--- src/rtl/vx_rsp_return_router_if.sv ---
// rtl/vx_rsp_return_router_if.sv - request-tag and response handshake bundle for the return router
interface vx_rsp_return_router_if #(
  parameter int NUM_REQS     = 4,
  parameter int DATA_WIDTH   = 32,
  parameter int MAX_PENDING  = 8,
  parameter int LOG_NUM_REQS = (NUM_REQS > 1) ? $clog2(NUM_REQS) : 1,
  parameter int CNT_WIDTH    = $clog2(MAX_PENDING + 1)
);
  logic                           req_fire_in;
  logic [LOG_NUM_REQS-1:0]        req_index_in;
  logic                           req_ready_out;
  logic                           rsp_valid_in;
  logic [DATA_WIDTH-1:0]          rsp_data_in;
  logic                           rsp_ready_out;
  logic [NUM_REQS-1:0]            rsp_valid_out;
  logic [NUM_REQS*DATA_WIDTH-1:0] rsp_data_out;
  logic [NUM_REQS-1:0]            rsp_ready_in;
  logic [CNT_WIDTH-1:0]           pending_count;
  logic                           empty_out;
  logic                           error_out;

  modport slave (
    input  req_fire_in, req_index_in, rsp_valid_in, rsp_data_in, rsp_ready_in,
    output req_ready_out, rsp_ready_out, rsp_valid_out, rsp_data_out,
    output pending_count, empty_out, error_out
  );

  modport master (
    output req_fire_in, req_index_in, rsp_valid_in, rsp_data_in, rsp_ready_in,
    input  req_ready_out, rsp_ready_out, rsp_valid_out, rsp_data_out,
    input  pending_count, empty_out, error_out
  );
endinterface

--- src/rtl/vx_rsp_return_router.sv ---
// rtl/vx_rsp_return_router.sv - records grant indices in an in-order tag FIFO and steers
// each shared response back to the requester that issued it.
module vx_rsp_return_router #(
  parameter int NUM_REQS    = 4,
  parameter int DATA_WIDTH  = 32,
  parameter int MAX_PENDING = 8
) (
  input logic                 clk,
  input logic                 reset,
  vx_rsp_return_router_if.slave bus
);
  localparam int LOG_NUM_REQS = (NUM_REQS > 1) ? $clog2(NUM_REQS) : 1;
  localparam int CNT_WIDTH    = $clog2(MAX_PENDING + 1);
  localparam int PTR_W        = $clog2(MAX_PENDING);

  logic [LOG_NUM_REQS-1:0] fifo_q [MAX_PENDING];
  logic [PTR_W-1:0]        wptr_q, wptr_d;
  logic [PTR_W-1:0]        rptr_q, rptr_d;
  logic [CNT_WIDTH-1:0]    count_q, count_d;
  logic                    error_q, error_d;

  logic                    full, empty, idx_ok, push, pop, head_ready;
  logic [LOG_NUM_REQS-1:0] head;
  logic [NUM_REQS-1:0]     valid_vec;

  always_comb begin
    full       = (count_q == CNT_WIDTH'(MAX_PENDING));
    empty      = (count_q == '0);
    head       = fifo_q[rptr_q];
    idx_ok     = (int'(bus.req_index_in) < NUM_REQS);
    push       = bus.req_fire_in && !full && idx_ok;
    valid_vec  = '0;
    head_ready = 1'b0;
    // Head is only meaningful while entries are pending; gate every lane with !empty.
    for (int i = 0; i < NUM_REQS; i++) begin
      if (int'(head) == i) begin
        valid_vec[i] = bus.rsp_valid_in && !empty;
        head_ready   = bus.rsp_ready_in[i];
      end
    end
    pop     = bus.rsp_valid_in && !empty && head_ready;
    wptr_d  = push ? wptr_q + PTR_W'(1) : wptr_q;
    rptr_d  = pop  ? rptr_q + PTR_W'(1) : rptr_q;
    count_d = count_q;
    case ({push, pop})
      2'b10:   count_d = count_q + CNT_WIDTH'(1);
      2'b01:   count_d = count_q - CNT_WIDTH'(1);
      default: count_d = count_q;
    endcase
    error_d = error_q
            | (bus.req_fire_in && (full || !idx_ok))
            | (bus.rsp_valid_in && empty);
  end

  always_ff @(posedge clk or posedge reset) begin
    if (reset) begin
      wptr_q  <= '0;
      rptr_q  <= '0;
      count_q <= '0;
      error_q <= 1'b0;
    end else begin
      wptr_q  <= wptr_d;
      rptr_q  <= rptr_d;
      count_q <= count_d;
      error_q <= error_d;
    end
  end

  // Tag storage needs no reset: entries are only read while count_q covers them.
  always_ff @(posedge clk) begin
    if (push) begin
      fifo_q[wptr_q] <= bus.req_index_in;
    end
  end

  assign bus.req_ready_out = !full;
  assign bus.rsp_ready_out = !empty && head_ready;
  assign bus.rsp_valid_out = valid_vec;
  assign bus.rsp_data_out  = {NUM_REQS{bus.rsp_data_in}};
  assign bus.pending_count = count_q;
  assign bus.empty_out     = empty;
  assign bus.error_out     = error_q;
endmodule

--- src/flat_wrapper.sv ---
// flat-port wrapper written by rule: the top's interface ports become plain ports
module vx_rsp_return_router_flat 
#(
  parameter int NUM_REQS    = 4,
  parameter int DATA_WIDTH  = 32,
  parameter int MAX_PENDING = 8
)
  (clk, reset, bus_req_fire_in, bus_req_index_in, bus_rsp_valid_in, bus_rsp_data_in, bus_rsp_ready_in, bus_req_ready_out, bus_rsp_ready_out, bus_rsp_valid_out, bus_rsp_data_out, bus_pending_count, bus_empty_out, bus_error_out);
  vx_rsp_return_router_if #(.NUM_REQS(NUM_REQS), .DATA_WIDTH(DATA_WIDTH), .MAX_PENDING(MAX_PENDING)) bus_i ();
  input logic clk;
  input logic reset;
  input wire logic [$bits(bus_i.req_fire_in)-1:0] bus_req_fire_in;
  input wire logic [$bits(bus_i.req_index_in)-1:0] bus_req_index_in;
  input wire logic [$bits(bus_i.rsp_valid_in)-1:0] bus_rsp_valid_in;
  input wire logic [$bits(bus_i.rsp_data_in)-1:0] bus_rsp_data_in;
  input wire logic [$bits(bus_i.rsp_ready_in)-1:0] bus_rsp_ready_in;
  output wire logic [$bits(bus_i.req_ready_out)-1:0] bus_req_ready_out;
  output wire logic [$bits(bus_i.rsp_ready_out)-1:0] bus_rsp_ready_out;
  output wire logic [$bits(bus_i.rsp_valid_out)-1:0] bus_rsp_valid_out;
  output wire logic [$bits(bus_i.rsp_data_out)-1:0] bus_rsp_data_out;
  output wire logic [$bits(bus_i.pending_count)-1:0] bus_pending_count;
  output wire logic [$bits(bus_i.empty_out)-1:0] bus_empty_out;
  output wire logic [$bits(bus_i.error_out)-1:0] bus_error_out;
  assign bus_i.req_fire_in = bus_req_fire_in;
  assign bus_i.req_index_in = bus_req_index_in;
  assign bus_i.rsp_valid_in = bus_rsp_valid_in;
  assign bus_i.rsp_data_in = bus_rsp_data_in;
  assign bus_i.rsp_ready_in = bus_rsp_ready_in;
  assign bus_req_ready_out = bus_i.req_ready_out;
  assign bus_rsp_ready_out = bus_i.rsp_ready_out;
  assign bus_rsp_valid_out = bus_i.rsp_valid_out;
  assign bus_rsp_data_out = bus_i.rsp_data_out;
  assign bus_pending_count = bus_i.pending_count;
  assign bus_empty_out = bus_i.empty_out;
  assign bus_error_out = bus_i.error_out;
  vx_rsp_return_router #(.NUM_REQS(NUM_REQS), .DATA_WIDTH(DATA_WIDTH), .MAX_PENDING(MAX_PENDING)) u_core (.clk(clk), .reset(reset), .bus(bus_i));
endmodule
--- config.mk ---
export PLATFORM = sky130hd
export DESIGN_NAME = vx_rsp_return_router_flat
export DESIGN_NICKNAME = d
export VERILOG_FILES = /design/src/rtl/vx_rsp_return_router_if.sv /design/src/rtl/vx_rsp_return_router.sv /design/src/flat_wrapper.sv
export SDC_FILE = /design/constraint.sdc
export NUM_CORES = 1
export LEC_CHECK = 0
export ABC_AREA = 1
export CAP_MARGIN = 20
export CORE_AREA = 2 2 94 96
export DETAILED_ROUTE_END_ITERATION = 12
export DIE_AREA = 0 0 96 98
export GPL_TIMING_DRIVEN = 0
export PLACE_DENSITY = 0.71
export REMOVE_ABC_BUFFERS = 1
export SKIP_CTS_REPAIR_TIMING = 1
export SLEW_MARGIN = 20
export SYNTH_ARGS = -nofsm -noshare
export SYNTH_HDL_FRONTEND = slang
export SYNTH_SLANG_ARGS = --single-unit
--- constraint.sdc ---
create_clock -name clk -period 3.14 [get_ports clk]
set_clock_uncertainty 0.15 [all_clocks]
set_input_delay 0.471 -clock clk [delete_from_list [all_inputs] [get_ports clk]]
set_output_delay 0.471 -clock clk [all_outputs]
set_load 0.1 [all_outputs]
==> results of run 1 <==
==> synthesized netlist by cell type (all sizes together) <==
| master | instances |
|---|---|
| xnor2 | 2 |
| o211ai | 1 |
| ha | 5 |
| a21oi | 2 |
| nand3b | 1 |
| nor3 | 3 |
| xor2 | 3 |
| a211o | 1 |
| o31ai | 1 |
| inv | 35 |
| or2 | 1 |
| buf | 130 |
| o21a | 1 |
| nand4 | 3 |
| edfxtp | 16 |
| nand2 | 52 |
| nand3 | 18 |
| o21ai | 2 |
| nor2 | 16 |
| dfrtp | 11 |
==> flip-flops by register name, summed over array words and instances, names as in the netlist <==
name                      count
u_core.fifo_q                16
u_core.rptr_q                 3
u_core.bus.pending_count      4
u_core.wptr_q                 3
u_core.bus.error_out          1
==> power by group through the flow <==
stage,sequential (W),combinational (W),clock (W)
floorplan,0.000789,0.000928,0
global placement,0.000592,0.00139,0
detailed placement,0.000597,0.00143,0
CTS,0.000589,0.00144,0.000193
global route,0.000601,0.00156,0.000209
finish,0.000589,0.00144,0.000188
==> logic make-up after synthesis <==
logic type      share of synthesized area [%]
xor+xnor                                1.788
simple gates                            17.26
flops                                   30.85
fa+ha+maj                               2.554
compound gates                          2.094
buf+inv                                 45.45
==> routing by layer <==
layer / global-route usage [%] / vias up / wire length, um
met5: 8.889 / - / 106
met4: 10.88 / 5 / 549
met3: 16.90 / 30 / 1887
met2: 23.66 / 164 / 3468
met1: 13.11 / 609 / 2300
li1: - / 604 / -
==> worst max-delay path by stage <==
stage / cells after the start / slack (ns) / endpoint / from
3_5_place_dp: 11 / -0.12 / bus_rsp_ready_out / u_core.rptr_q[0]
2_1_floorplan: 4 / -0.91 / bus_rsp_valid_out[0] / u_core.bus.pending_count[0]
4_1_cts: 11 / -0.44 / bus_rsp_ready_out / u_core.rptr_q[0]
6_report: 4 / 0.24 / bus_empty_out / u_core.bus.pending_count[0]
3_3_place_gp: 11 / -0.11 / bus_rsp_ready_out / u_core.rptr_q[0]
5_1_grt: 20 / 0.04 / u_core.bus.pending_count[2] / u_core.rptr_q[0]
==> stage by stage <==
| step | setup TNS (ns) | util, % | std cells | total power (W) |
|---|---|---|---|---|
| after floorplan | -4.599 | - | 174 | 0.001717 |
| after global placement | -0.1056 | 21.48 | 303 | 0.001987 |
| after detailed placement | -0.1201 | 21.48 | 303 | 0.002031 |
| after CTS | -1.102 | 22.02 | 307 | 0.002223 |
| after global routing | 0 | 22.30 | 309 | 0.002366 |
| final | 0 | 22.30 | 309 | 0.002220 |
==> final cells by class <==
| class | instances | area, um2 | share of cell area, % |
|---|---|---|---|
| clock buffers | 3 | 41.29 | 2.187 |
| well taps | 108 | 135.1 | 7.157 |
| repair buffers | 23 | 230.2 | 12.19 |
| flip-flops and latches | 27 | 757.0 | 40.09 |
| multi-input cells | 112 | 583.1 | 30.88 |
| inverters | 35 | 136.4 | 7.223 |
| clock inverters | 1 | 5.005 | 0.2651 |
==> summary.txt, run 1 <==
Outcome
  • Status: complete, no violations

Floorplan
  • Starting Density: 28.94%
  • Die width: between 90 and 100 um
  • IO Count: approximately 180
  • Die footprint: around 9400 um2
  • Die height: 98 um
  • Core region area: 8466 um2
  • FP Rows: 34

Finish
  • Commonest non-fill, non-tap cells in the layout: nand2_1, inv_1, nand3_1, clkdlybuf4s50_1, edfxtp_1
  • Layout cells sized above 1: 10.45%
  • # diodes: 0
  • Final Cell Area: approximately 1900 um2
  • Final nets: 249
  • Layout fillers: slightly below 900
  • Commonest non-fill, non-tap cell in the layout: nand2_1
  • P&R area growth vs syn: -22.93%

Placement
  • Placement Cell Area: 1818 um2
  • Routability-driven placement congestion ratio: 0.9241
  • Dpl ws: -0.1201 ns
  • DP HPWL: 6891 um
  • IO Port Bufs: 21

Timing
  • Pins Over Slew Limit: 0
  • Worst slew pin tran: 0.9965 ns
  • Unrepaired setup endpoints after global routing: no
  • Worst setup margin: around 0.24 ns
  • Final hold vios: 0
  • Crit path time final: 2.903 ns
  • Final hold slack: 0.3404 ns
  • Max Freq: 344.5 MHz
  • Final period utilization: 92.45%
  • Worst slew margin: approximately a third
  • Endpoints failing setup: 0

Yosys
  • Syn avg cell area: 8.059 um2
  • Share of the synthesized area in the top cell type: 39.22%
  • Synth Warn #: 0
  • Cells after Synth: approximately 300
  • Yosys cell types: 28
  • Yosys reg bits: 27
  • Synth area leader: buf_4
  • Seq/Total Area, Yosys: 30.85%
  • Cell Area, Synth: 2450 um2
  • Main area contributors after synthesis: buf_4, edfxtp_1, dfrtp_1

Critical path
  • CP max-delay cell: clkdlybuf4s50_1
  • Arrival @ worst endpoint: 2.28 ns
  • CP max stage delay: 1.16 ns
  • Worst path required time: approximately 2.5 ns
  • Reg2reg path depth: 18
  • CP bufs+invs: 2
  • Reg2Reg Capture Point: u_core.bus.pending_count[2]
  • Crit path cell chain: nor2_1 > nand3_1 > inv_1 > clkdlybuf4s50_1
  • Crit path capture type: primary output
  • Reg2reg setup slack: 0.27 ns
  • RR Startpoint: u_core.rptr_q[0]
  • Worst path top cell family by delay: buffers and inverters
  • Critical Path Fanout Max: 5
  • WS Path Type: register to primary output
  • Crit start category: register

Clock tree
  • CTS sink cnt: 27
  • CTS buffer count: 3
  • Clock slew at reported path FFs: 0.08 ns
  • CTS tree: done
  • CTS root buf: clkbuf_8
  • Clk_lat worst skew: approximately 0.27 ns
  • Maximum buffer depth of the clock tree: 2
  • # H-tree levels: 1

Detailed routing
  • DRC: 0
  • Antenna Nets Post-Route: 0
  • TritonRoute pass-1 iters: 4
  • Iteration-0 DRC Markers: 151
  • Vias per cell: 4.570
  • Wire per inst: 26.90 um
  • Drt total wl: 8312 um
  • Vias: 1412

Global routing
  • Initial antenna violation count: 0
  • Vias in the first global route: 1368
  • First-pass GRT wire length: 10700 um
  • Largest net degree at the start of global routing: 16
  • GRT Util Overall: between 10% and 20%
  • Gr ovfl total: 0

Pwr
  • IR drop worst, VDD: 0.2589 mV
  • Clock network fraction of total power: 8.5%
  • Leak: 0.9341 nW
  • PwrDens: 1176 nW/um2
  • Psw: 0.001263 W
  • Int Pwr: 0.0009573 W
  • Gate power share: between 60% and 70%
  • Net Sw Frac: 56.88%
  • Part of the power in registers: 26.5%

Worst hold path
  • Hold path cells: 1
  • Worst min-delay path startpoint: u_core.bus.error_out
  • Hold crit path type: register to register
  • Min-Delay Endpoint: u_core.bus.error_out

Job
  • Max Cap Violations: 0
No activity file was read; power rests on OpenSTA's default activity.
==> inputs of run 2 (changes only) <==
--- a/config.mk
+++ b/config.mk
@@ -6,7 +6,6 @@
 export NUM_CORES = 1
 export LEC_CHECK = 0
 export ABC_AREA = 1
-export CAP_MARGIN = 20
 export CORE_AREA = 2 2 94 96
 export DETAILED_ROUTE_END_ITERATION = 12
 export DIE_AREA = 0 0 96 98
==> results of run 2 <==
No change in the layout: final DEF, timing and power equal those of run 1.
==> inputs of run 3 (changes only) <==
--- a/config.mk
+++ b/config.mk
@@ -12,7 +12,6 @@
 export GPL_TIMING_DRIVEN = 0
 export PLACE_DENSITY = 0.71
 export REMOVE_ABC_BUFFERS = 1
-export SKIP_CTS_REPAIR_TIMING = 1
 export SLEW_MARGIN = 20
 export SYNTH_ARGS = -nofsm -noshare
 export SYNTH_HDL_FRONTEND = slang
==> run 3 against run 2 <==
Worst setup slack got worse by 0.055 ns. Register-to-register slack better by 0.04 ns. Die area is the same. Wire length shrank 0.13%. Non-clock buffer count is the same. Via count shrank 0.14%. Critical path type unchanged. Critical endpoint is now bus_rsp_valid_out[0].
==> summary.txt, run 3 (synthesis results as in run 1) <==
Worst hold path
  • Hold crit path type: register to register (unchanged)

Clock tree
  • Maximum buffer depth of the clock tree: 2 (unchanged)
  • # H-tree levels: 1 (unchanged)
  • CTS sink cnt: 27 (unchanged)
  • CTS root buf: clkbuf_8 (unchanged)
  • Post-CTS Hold Fix Bufs: 0
  • Clock slew at reported path FFs: 0.09 ns (was 0.08 ns)
  • CTS tree: done (unchanged)
  • CTS buffer count: 3 (unchanged)
  • Clk_lat worst skew: 0.27 ns (about the same)

Timing
  • Final hold vios: 0 (unchanged)
  • Endpoints failing setup: 0 (unchanged)
  • Final period utilization: 94.20% (was 92.45%)
  • Pins Over Slew Limit: 0 (unchanged)
  • Worst slew pin tran: 0.9935 ns (was 0.9965 ns)
  • Worst slew margin: 33.56% (was 33.36%)
  • Crit path time final: 2.958 ns (was 2.903 ns)
  • Worst setup margin: 0.1821 ns (was 0.2370 ns)
  • Unrepaired setup endpoints after global routing: no (unchanged)
  • Max Freq: 338.1 MHz (was 344.5 MHz)

Global routing
  • Gr ovfl total: 0 (unchanged)
  • Largest net degree at the start of global routing: 16 (unchanged)
  • Vias in the first global route: 1368 (unchanged)
  • GRT Util Overall: 16.56% (unchanged)
  • First-pass GRT wire length: 10700 um (unchanged)
  • Initial antenna violation count: 0 (unchanged)

Detailed routing
  • Iteration-0 DRC Markers: 162 (was 151)
  • TritonRoute pass-1 iters: 4 (unchanged)
  • Antenna Nets Post-Route: 0 (unchanged)
  • Vias per cell: 4.563 (was 4.570)
  • Vias: 1410 (was 1412)
  • DRC: 0 (unchanged)
  • Drt total wl: 8301 um (was 8312 um)
  • Wire per inst: 26.86 um (was 26.90 um)

Finish
  • Commonest non-fill, non-tap cell in the layout: nand2_1 (unchanged)
  • # diodes: 0 (unchanged)
  • Commonest non-fill, non-tap cells in the layout: nand2_1, inv_1, nand3_1, clkdlybuf4s50_1, edfxtp_1 (unchanged)
  • Largest reg by FF count: u_core.fifo_q (unchanged)
  • Final Cell Area: 1877 um2 (was 1888 um2)
  • Layout cells sized above 1: 10.45% (unchanged)
  • Final nets: 249 (unchanged)
  • Max FFs per register: 16 (unchanged)
  • P&R area growth vs syn: -23.39% (was -22.93%)
  • Layout Utilization: 22.17% (was 22.30%)

Floorplan
  • Die footprint: 9408 um2 (unchanged)
  • FP Rows: 34 (unchanged)
  • Die height: 98 um (unchanged)
  • Die width: 96 um (unchanged)
  • IO Count: 182 (unchanged)
  • Core region area: 8466 um2 (unchanged)
  • Starting Density: 28.94% (unchanged)

Critical path
  • Arrival @ worst endpoint: 2.34 ns (was 2.28 ns)
  • Crit path capture type: primary output (unchanged)
  • Crit start category: register (unchanged)
  • Critical Path Fanout Max: 5 (unchanged)
  • Worst path required time: 2.52 ns (about the same)
  • WS Path Type: register to primary output (unchanged)

Placement
  • IO Port Bufs: 21 (unchanged)
  • Routability-driven placement congestion ratio: 0.9241 (unchanged)
  • Dpl ws: -0.1201 ns (unchanged)
  • DP HPWL: 6891 um (unchanged)
  • Placement Cell Area: 1818 um2 (unchanged)

Job
  • Max Cap Violations: 0 (unchanged)

Pwr
  • Leak: 0.8850 nW (was 0.9341 nW)
  • PwrDens: 1181 nW/um2 (was 1176 nW/um2)
  • IR drop worst, VDD: 0.2641 mV (was 0.2589 mV)

Outcome
  • Status: complete, no violations (unchanged)
==> run 3: repair_timing <==
| action | in CTS | in global routing |
|---|---|---|
| buffers inserted | 0 | 2 |
| gates resized for setup | 7 | 2 |
| endpoints found under the setup margin | 5 | 7 |
| pin swaps | 0 | 1 |
==> run 3: worst paths after layout <==
path | from | end | slack (ns) | depth (start not counted)
setup / recovery | u_core.rptr_q[0] | bus_rsp_valid_out[0] | 0.18 | 8
setup reg to reg | u_core.rptr_q[0] | u_core.bus.pending_count[2] | 0.31 | 20
max in group asynchronous | reset | u_core.rptr_q[0] | 2.17 | 2
min in group asynchronous | reset | u_core.wptr_q[1] | 0.35 | 2
hold reg to reg | u_core.bus.error_out | u_core.bus.error_out | 0.34 | 1
hold / removal | u_core.bus.error_out | u_core.bus.error_out | 0.34 | 1
==> run 3: metrics by stage <==
stage / hold WS, ns / power [W] / TNS (ns) / instances
6_report: 0.3400 / 0.002216 / 0 / 309
5_1_grt: 0.3713 / 0.002361 / 0 / 309
4_1_cts: 0.3507 / 0.002201 / 0 / 307
3_5_place_dp: 0.3275 / 0.002031 / -0.1201 / 303
3_3_place_gp: 0.3028 / 0.001987 / -0.1056 / 303
2_1_floorplan: 0.1734 / 0.001717 / -4.599 / 174
==> run 3: area by class of cell <==
type / instances / area, um2
Inverter: 35 / 136.4
Clock inverter: 1 / 5.005
Multi-Input combinational cell: 112 / 583.1
Sequential cell: 27 / 757.0
Tap cell: 108 / 135.1
Fill cell: 896 / 6589
Timing Repair Buffer: 23 / 219.0
Clock buffer: 3 / 41.29
==> run 3: power breakdown <==
group | internal [W] | total, W | switching, W
clock network | 0.0000888 | 0.000191 | 0.000102
logic | 0.000380 | 0.00145 | 0.00106
registers | 0.000482 | 0.000580 | 0.0000981
total | 0.000951 | 0.00222 | 0.00126
==> run 3: worst max-delay path, cell delays in order (launching register included) <==
cell and delay [ns]:
dfrtp_2 0.44, clkbuf_2 0.19, nand2_1 0.07, nand3_1 0.10, nand2_1 0.06, nand2_1 0.06, nand2_1 0.08, nor3_1 0.18
dlygate4sd2_1 0.88
==> run 3: layer usage <==
metal	vias up	global-route usage [%]	share of wire (%)
li1	605	-	-
met1	593	13.11	27
met2	178	23.66	42
met3	29	16.90	23
met4	5	10.88	6.5
met5	-	8.889	1.2
